### config.mk
export PLATFORM = sky130hd
export DESIGN_NAME = nexys_starship_hazard_gen
export DESIGN_NICKNAME = d
export VERILOG_FILES = /design/src/rtl/nexys_starship_pkg.sv /design/src/rtl/nexys_starship_lfsr16.sv /design/src/rtl/nexys_starship_hazard_gen.sv
export SDC_FILE = /design/constraint.sdc
export NUM_CORES = 1
export LEC_CHECK = 0
export BUFFER_PORTS_ARGS = -buffer_cell sky130_fd_sc_hd__clkbuf_2
export CORE_MARGIN = 3
export CORE_UTILIZATION = 47
export DETAILED_ROUTE_END_ITERATION = 10
export MAX_ROUTING_LAYER = met4
export PLACE_DENSITY = 0.68
export SLEW_MARGIN = 0
export SYNTH_ARGS = -nofsm -noshare
export SYNTH_HDL_FRONTEND = slang
export SYNTH_HIERARCHICAL = 1
export SYNTH_SLANG_ARGS = --single-unit
export TNS_END_PERCENT = 100
### constraint.sdc
create_clock -name Clk -period 2.2 [get_ports Clk]
set_input_delay 0.11 -clock Clk [delete_from_list [all_inputs] [get_ports Clk]]
set_output_delay 0.11 -clock Clk [all_outputs]
set_load 0.01 [all_outputs]
### src/rtl/nexys_starship_pkg.sv
// -----------------------------------------------------------------------------
// nexys_starship_pkg
// Shared definitions for the Nexys Starship game blocks:
//   - one-hot FSM state encoding used by the hazard scheduler
//   - room index constants (right, left, up, down)
//   - 16-bit Fibonacci LFSR tap mask and feedback helper
//   - repair-combination helper that never yields the cleared value 0
// -----------------------------------------------------------------------------
package nexys_starship_pkg;

    // One-hot, 3 bits, same style as the other starship FSMs.
    typedef enum logic [2:0] {
        ST_IDLE = 3'b001,
        ST_ARM  = 3'b010,
        ST_FIRE = 3'b100
    } hazard_state_t;

    localparam logic [1:0] ROOM_R = 2'd0;
    localparam logic [1:0] ROOM_L = 2'd1;
    localparam logic [1:0] ROOM_U = 2'd2;
    localparam logic [1:0] ROOM_D = 2'd3;

    // Taps 16,14,13,11 -> state bits 15,13,12,10.
    localparam logic [15:0] LFSR_TAP_MASK = 16'hB400;

    function automatic logic lfsr_feedback(input logic [15:0] s);
        return ^(s & LFSR_TAP_MASK);
    endfunction

    // A repair combination of 0 would look like an already-cleared room.
    function automatic logic [3:0] hex_nonzero(input logic [3:0] h);
        return (h == 4'h0) ? 4'hF : h;
    endfunction

endpackage

### src/rtl/nexys_starship_lfsr16.sv
// -----------------------------------------------------------------------------
// nexys_starship_lfsr16
// Free-running 16-bit Fibonacci LFSR (taps 16,14,13,11), advancing every Clk.
// Ports:
//   Clk        in  system clock
//   Reset      in  asynchronous reset, active-low (loads SEED)
//   lfsr_state out 16-bit current LFSR state
// Parameter:
//   SEED       reset value, must be nonzero
// -----------------------------------------------------------------------------
module nexys_starship_lfsr16
    import nexys_starship_pkg::*;
#(
    parameter logic [15:0] SEED = 16'hACE1
) (
    input  logic        Clk,
    input  logic        Reset,
    output logic [15:0] lfsr_state
);

    always_ff @(posedge Clk or negedge Reset) begin
        if (!Reset) begin
            lfsr_state <= SEED;
        end else begin
            lfsr_state <= {lfsr_state[14:0], lfsr_feedback(lfsr_state)};
        end
    end

endmodule

### src/rtl/nexys_starship_hazard_gen.sv
// -----------------------------------------------------------------------------
// nexys_starship_hazard_gen
// Hazard scheduler: decides when a room breaks and which one. Counts game
// ticks down from a level-dependent interval, then picks a room from the LFSR,
// skipping rooms already broken, and issues a one-cycle break request plus a
// shared 4-bit repair combination.
//
// Ports:
//   Clk            in  system clock
//   Reset          in  asynchronous reset, active-low
//   play_flag      in  game start request
//   gameover_ctrl  in  game over, aborts scheduling (highest priority)
//   timer_tick     in  one-Clk-wide game-time tick
//   broken[3:0]    in  per-room broken flags {down, up, left, right}
//   RR_random      out break request, right room (1 Clk)
//   RL_random      out break request, left room  (1 Clk)
//   RU_random      out break request, up room    (1 Clk)
//   RD_random      out break request, down room  (1 Clk)
//   random_hex[3:0] out repair combination of the most recent hazard
//   level[2:0]     out current difficulty level
//
// Configuration macro HAZARD_RAMP_EN:
//   defined   - level rises every LEVEL_TICKS ticks, interval shrinks to
//               max(BASE_INTERVAL - level, MIN_INTERVAL)
//   undefined - no tick counter, level tied to 0, interval = BASE_INTERVAL
// -----------------------------------------------------------------------------
module nexys_starship_hazard_gen
    import nexys_starship_pkg::*;
#(
    parameter int unsigned BASE_INTERVAL = 8,
    parameter int unsigned MIN_INTERVAL  = 2,
    parameter int unsigned LEVEL_TICKS   = 16,
    parameter logic [15:0] LFSR_SEED     = 16'hACE1
) (
    input  logic       Clk,
    input  logic       Reset,
    input  logic       play_flag,
    input  logic       gameover_ctrl,
    input  logic       timer_tick,
    input  logic [3:0] broken,
    output logic       RR_random,
    output logic       RL_random,
    output logic       RU_random,
    output logic       RD_random,
    output logic [3:0] random_hex,
    output logic [2:0] level
);

    hazard_state_t state;
    hazard_state_t state_nxt;

    logic [15:0] lfsr;
    logic [3:0]  count;
    logic [3:0]  interval;
    logic [2:0]  level_q;

    logic [1:0]  fire_room;
    logic        room_found;

    logic [3:0]  pulse_q;
    logic [3:0]  pulse_nxt;
    logic        hex_load;
    logic        load_count;
    logic        dec_count;

    // Only bits [7:4] and [1:0] of the LFSR are consumed.
    logic        unused_lfsr_bits;
    assign unused_lfsr_bits = ^{lfsr[15:8], lfsr[3:2]};

    // -------------------------------------------------------------------------
    // Random source
    // -------------------------------------------------------------------------
    nexys_starship_lfsr16 #(
        .SEED (LFSR_SEED)
    ) u_lfsr (
        .Clk        (Clk),
        .Reset      (Reset),
        .lfsr_state (lfsr)
    );

    // -------------------------------------------------------------------------
    // Difficulty level and hazard interval
    // -------------------------------------------------------------------------
`ifdef HAZARD_RAMP_EN
    localparam int unsigned TICK_W   = (LEVEL_TICKS > 1) ? $clog2(LEVEL_TICKS) : 1;
    localparam logic [TICK_W-1:0] TICK_LAST = TICK_W'(LEVEL_TICKS - 1);
    localparam logic [4:0] BASE5 = 5'(BASE_INTERVAL);
    localparam logic [4:0] MIN5  = 5'(MIN_INTERVAL);

    logic [TICK_W-1:0] tick_cnt;

    always_ff @(posedge Clk or negedge Reset) begin
        if (!Reset) begin
            tick_cnt <= '0;
            level_q  <= '0;
        end else if (gameover_ctrl) begin
            tick_cnt <= '0;
            level_q  <= '0;
        end else if (timer_tick && (state == ST_ARM || state == ST_FIRE)) begin
            if (tick_cnt == TICK_LAST) begin
                tick_cnt <= '0;
                if (level_q != 3'd7) begin
                    level_q <= level_q + 3'd1;
                end
            end else begin
                tick_cnt <= tick_cnt + 1'b1;
            end
        end
    end

    // Compare in 5 bits so BASE - level can never wrap below the floor.
    always_comb begin
        interval = BASE5[3:0] - {1'b0, level_q};
        if (BASE5 <= ({2'b00, level_q} + MIN5)) begin
            interval = MIN5[3:0];
        end
    end
`else
    localparam logic [3:0] BASE4 = 4'(BASE_INTERVAL);

    logic [31:0] unused_ramp_params;
    assign unused_ramp_params = LEVEL_TICKS ^ MIN_INTERVAL;

    assign level_q  = '0;
    assign interval = BASE4;
`endif

    assign level = level_q;

    // -------------------------------------------------------------------------
    // Room selection: start at LFSR[1:0], rotate upward to first unbroken room
    // -------------------------------------------------------------------------
    always_comb begin
        logic [1:0] rot_idx;
        room_found = 1'b0;
        fire_room  = lfsr[1:0];
        rot_idx    = lfsr[1:0];
        for (int unsigned i = 0; i < 4; i++) begin
            rot_idx = lfsr[1:0] + 2'(i);
            if (!room_found && !broken[rot_idx]) begin
                room_found = 1'b1;
                fire_room  = rot_idx;
            end
        end
    end

    // -------------------------------------------------------------------------
    // FSM: state register
    // -------------------------------------------------------------------------
    always_ff @(posedge Clk or negedge Reset) begin
        if (!Reset) begin
            state <= ST_IDLE;
        end else begin
            state <= state_nxt;
        end
    end

    // -------------------------------------------------------------------------
    // FSM: next state
    // -------------------------------------------------------------------------
    always_comb begin
        state_nxt = state;
        if (gameover_ctrl) begin
            state_nxt = ST_IDLE;
        end else begin
            case (state)
                ST_IDLE: if (play_flag)                      state_nxt = ST_ARM;
                ST_ARM:  if (timer_tick && count == 4'd1)    state_nxt = ST_FIRE;
                ST_FIRE: if (room_found)                     state_nxt = ST_ARM;
                default:                                     state_nxt = ST_IDLE;
            endcase
        end
    end

    // -------------------------------------------------------------------------
    // FSM: outputs / datapath controls
    // -------------------------------------------------------------------------
    always_comb begin
        pulse_nxt  = '0;
        hex_load   = 1'b0;
        load_count = 1'b0;
        dec_count  = 1'b0;
        if (!gameover_ctrl) begin
            case (state)
                ST_IDLE: load_count = play_flag;
                ST_ARM:  dec_count  = timer_tick && (count != 4'd0);
                ST_FIRE: begin
                    if (room_found) begin
                        pulse_nxt[fire_room] = 1'b1;
                        hex_load             = 1'b1;
                        load_count           = 1'b1;
                    end
                end
                default: ;
            endcase
        end
    end

    // -------------------------------------------------------------------------
    // Registered datapath and outputs
    // -------------------------------------------------------------------------
    always_ff @(posedge Clk or negedge Reset) begin
        if (!Reset) begin
            count      <= '0;
            pulse_q    <= '0;
            random_hex <= '0;
        end else begin
            pulse_q <= pulse_nxt;
            if (gameover_ctrl) begin
                count <= '0;
            end else if (load_count) begin
                count <= interval;
            end else if (dec_count) begin
                count <= count - 4'd1;
            end
            // random_hex deliberately survives gameover.
            if (hex_load) begin
                random_hex <= hex_nonzero(lfsr[7:4]);
            end
        end
    end

    assign RR_random = pulse_q[ROOM_R];
    assign RL_random = pulse_q[ROOM_L];
    assign RU_random = pulse_q[ROOM_U];
    assign RD_random = pulse_q[ROOM_D];

endmodule
### Word-level counts from Yosys, hierarchy flattened

Index checks and enable logic that the tools add are counted.

* bits in registers: 31
* input bits: 9
* word-level logic and storage cells: 74
* output and inout bits: 11

* mux-type cells: 36
* $lt $le $gt $ge: 6
* eq/ne operators: 7
* reduce and logical (&&, ||, !) cells: 16
* $add $sub $neg: 4

Operator list (count)
* 4-bit 2-to-1 mux: 7
* 16-bit parity: 1
* 2-bit by 3-bit < comparator with 1-bit output (second input constant): 5
* 1-bit 2-to-1 mux: 15
* 3-bit 2-to-1 mux: 4
* 3-bit != test (second input constant): 3
* 3-bit case mux with 3 select lines: 1
* 1-bit binary-select mux with 2-bit select: 4
* 1-bit logical AND: 6
* 2-bit 2-to-1 mux: 3
* 1-bit zero test: 5
* 2-bit adder (second input constant): 2
* 4-bit by 1-bit equality test with 1-bit output (second input constant): 1
* 4-bit zero test: 1
* 4-bit nonzero test: 1
* 4-bit by 1-bit subtractor with 4-bit output (second input constant): 1
* 3-bit by 1-bit equality test with 1-bit output (second input constant): 1
* 3-bit by 2-bit equality test with 1-bit output (second input constant): 1
* 3-bit equality test (second input constant): 1
* 3-bit AND reduction: 1
* 3-bit nonzero test: 1
* 2-bit by 1-bit adder with 2-bit output (second input constant): 1
* 1-bit demux with 2-bit select: 1
* 2-bit by 1-bit >= comparator with 1-bit output (second input constant): 1
* 1-bit case mux with 2 select lines: 1

### Longest topological paths before layout

* word-level depth: 19
* depth in mapped cells: 6
* mapped depth without buffers: 6

### Modules after synthesis

The synthesis kept the hierarchy.

By module, submodules not included
* nexys_starship_hazard_gen: sequential area each 376.6 um^2, area an instance 870.8 um^2, times used 1, cells an instance 96
* nexys_starship_lfsr16: sequential area each 410.4 um^2, area an instance 436.7 um^2, times used 1, cells an instance 19

### Worst setup path after synthesis

No wires, ideal clock.

* path type: register to register
* start: register count[0]
* end: register count[1]
* setup time: 0.072 ns
* required time: 2.128 ns
* stages on the path, launching flop included: 7
* arrival: 1.467 ns
* path buffers: 0
* slack: 0.661 ns
* clock period less this slack: 1.539 ns
* cells stage by stage: dfrtp_1 inv_1 ha_1 inv_1 o311ai_1 mux2_1 nor2_1

* longest elaborated chain between the ends: 5
* elaborated cells between the ends (all ways): 9
* those cells by class: 1 x add/sub; 5 x mux; 3 x reduce/logical

Ends and longest elaborated chain
* from (decl): RTL line nexys_starship_hazard_gen.sv:53 `logic [3:0] count;`
* from (signal assigned): RTL line nexys_starship_hazard_gen.sv:212 `count <= interval;`
* from (signal assigned): RTL line nexys_starship_hazard_gen.sv:214 `count <= count - 4'd1;`
* branches (longest 5 deep; another with 4-bit by 1-bit subtractor with 4-bit output)

Several ways; the timed one is not identified. The select of a mux whose other input is x is not followed.
A chain may end at the register's enable or synchronous reset.

### Final worst setup path

Same ends and word-level chain as after synthesis.

==> flow_metrics.tcl <==
set metrics [dict create \
    worstReg2RegStart "count[0]$_DFFE_PN0P_" \
    grt_pass1_wl_um 3470 \
    post-cts-setup-buffers 0 \
    start_util_pct 50.9 \
    max_slew_margin_pct 51.8 \
    first_global_vias 806 \
    intPower_mw 0.850 \
    setup_tns_ns 0 \
    vias 878 \
    fin_ws_ns 0.462 \
    yosysSeqAreaShare_pct 60.2 \
    num_io_pins 20 \
    ys_types 36 \
    die_w_um 58.7 \
    p_switching_mw 0.252 \
    end_kind "register" \
    clkLatencyLatePin_ns 0.33 \
    synth-xor-area-share_pct 2.68 \
    yosysWarnings 6 \
    wirelength_um 2070 \
    design_area_mm2 0.00149 \
    worst_pin_slew_ns 0.723 \
    muxShareOfSynthArea_pct 1.63 \
    die_h_um 58.7 \
    synth_area_leader_cell "dfrtp_1" \
    hold_path_class "in2reg" \
    diodes 0 \
    dpl_worst_slack_ns 0.468 \
    drv_slew 0 \
    register_area_um2 787 \
    arrival_ns 2.01 \
    cts_buffer_depth 2 \
    antenna_left 0 \
    synth_fa_ha_area_share_pct 2.87 \
    power_frac_clock_pct 39.4 \
    leakagePower_nw 0.701 \
    drt_iter0_markers 42 \
    syn_inst 115 \
    fin_crit_sh_pct 79.0 \
    cellPowerDensity_mw_per_mm2 738 \
    io_buffer_count 16 \
    fin_nets 148 \
    cp-start-kind "register" \
    gp_congestion 0.895 \
    ir_drop_mv 0.436 \
    cts-buffers-inserted 5 \
    finalCriticalPeriod_ns 1.74 \
    dr.pass1.iters 4 \
    finClkSkew_ns 0.0147 \
    postPlaceCellArea_mm2 0.00140 \
    reg2reg_slack_ns 0.46 \
    comb_power_share_pct 6.4 \
    clkSlewWorstSetupHoldPaths_ns 0.11 \
    maxCapViolCount 0 \
    final_common_cell "dfrtp_1" \
    postCtsHoldBufs 1 \
    fin_cells 167 \
    cts-resized-gates 0 \
    crit_required_ns 2.47 \
    setup_viol 0 \
    dp_hpwl_um 1450 \
    fin_util_pct 58.1 \
    power_frac_seq_pct 54.1 \
    critPathLaunch "count[0]$_DFFE_PN0P_" \
    fmax_mhz 575 \
    cts-root-buf "clkbuf_4" \
    r2r_cells 6 \
    drc 0 \
    synth_simple_gate_area_share_pct 18.9 \
    layout_common_cells "22 x dfrtp_1, 16 x clkbuf_2, 11 x nor2_1, 9 x dfstp_2" \
    die-area_mm2 0.00345 \
    synth.top_cell.area_share_pct 42.1 \
    switching_share_pct 22.8 \
    synth_top_family_by_area "simple AND/OR/NAND/NOR gates" \
    synth_area_mm2 0.00131 \
    rsz0062_at_grt "false" \
    grt_antenna_before_repair 0 \
    outcome "finished clean" \
    num_rows 18 \
    grt_overflow 0 \
    cts_tree "done" \
    crit_end "count[1]$_DFFE_PN0P_" \
    path_max_fanout 3 \
    synth-compound-area-share_pct 9.67 \
    p_total_mw 1.10 \
    placed_cells 158 \
    syn_avg_cell_area_um2 11.4 \
    final_layout_size_suffix_gt1_share_pct 25.5 \
    cts-htree-levels 2 \
    whs_ns 0.0765 \
    fp.coreArea_mm2 0.00257 \
    ys_ff_latch 31 \
    synthToLayoutAreaGrowth_pct 14.2 \
    multi_input_area_um2 478 \
    synth.area.top_cells "dfrtp_1 42%, dfstp_2 18%, nor2_1 3.2%" \
    rr_endpoint "count[1]$_DFFE_PN0P_" \
    grt_max_degree 32 \
    fillers 224 \
    hold_viol_final 0 \
    criticalPathCategory "reg2reg" \
    wl_per_cell_um 12.4 \
    grt_use_total_pct 14.3 \
    clock_sinks 31 \
    via_per_inst 5.26 \
]
## cell usage after synthesis, drive strengths merged
library cell,instances
conb,1
o31ai,1
nand2b,1
clkbuf,1
dfstp,9
xor2,1
a311oi,1
o21bai,2
nand3b,1
or3b,1
a31oi,1
inv,5
nand3,5
o311ai,2
mux2i,1
nor2,11
nor3,8
nand2,7
and3,1
nand4b,1
a21oi,2
o21ai,8
xnor2,3
a2bb2oi,1
dfrtp,22
nor4b,1
nor2b,5
ha,3
nand4,1
buf,4
o2bb2ai,1
nor3b,2
mux2,1
## state kept, by name, indices dropped and copies added (netlist names)
name / flops
count: 4
pulse_q: 4
random_hex: 4
state: 3
u_lfsr/lfsr_state: 16
## critical path: stages, from the launching register on
cell	delay, ns
dfrtp_1	0.41
inv_1	0.12
ha_1	0.18
inv_1	0.05
o311ai_1	0.49
mux2_1	0.37
nor2_1	0.08
## per-layer routing
metal | global-route usage (%) | wire length (µm) | vias up
met4 | 9.71 | 24 | 0
met1 | 17.7 | 984 | 413
met2 | 20.3 | 919 | 26
met5 | - | 0 | -
li1 | - | - | 435
met3 | 3.95 | 143 | 4
## logic make-up after synthesis
| group | count (synthesis) |
|---|---|
| AND/OR/NAND/NOR | 45 |
| multiplexers | 2 |
| buffers and inverters | 10 |
| AO/OA/AOI/OAI | 19 |
| flip-flops | 31 |
| adder cells (fa/ha/maj) | 3 |
| other | 1 |
| XOR/XNOR | 4 |
## power by group through the flow
| stage | Clock [mW] | Combinational (mW) | Sequential (mW) |
|---|---|---|---|
| floorplan | 0 | 0.0399 | 0.605 |
| global placement | 0 | 0.0693 | 0.607 |
| detailed placement | 0 | 0.0702 | 0.607 |
| CTS | 0.450 | 0.0716 | 0.596 |
| global route | 0.474 | 0.0817 | 0.599 |
| finish | 0.434 | 0.0707 | 0.597 |
## cell type report
cell class              count  share of cell area, %
multi-input cells          76                   32.0
repair buffers             17                   6.04
flip-flops and latches     31                   52.7
well taps                  30                   2.51
inverters                   5                   1.26
clock inverters             3                   2.93
clock buffers               5                   2.51
## worst min-delay path by stage
| stage | startpoint | to | depth (start not counted) |
|---|---|---|---|
| global placement | Reset | random_hex[1]$_DFFE_PN0P_ | 1 |
| CTS | gameover_ctrl | state[2]$_DFFE_PN0P_ | 2 |
| global route | gameover_ctrl | state[2]$_DFFE_PN0P_ | 2 |
| detailed placement | Reset | random_hex[2]$_DFFE_PN0P_ | 1 |
| floorplan | Reset | count[0]$_DFFE_PN0P_ | 0 |
| finish | gameover_ctrl | state[2]$_DFFE_PN0P_ | 2 |
Power figures use the tool's default switching activity.
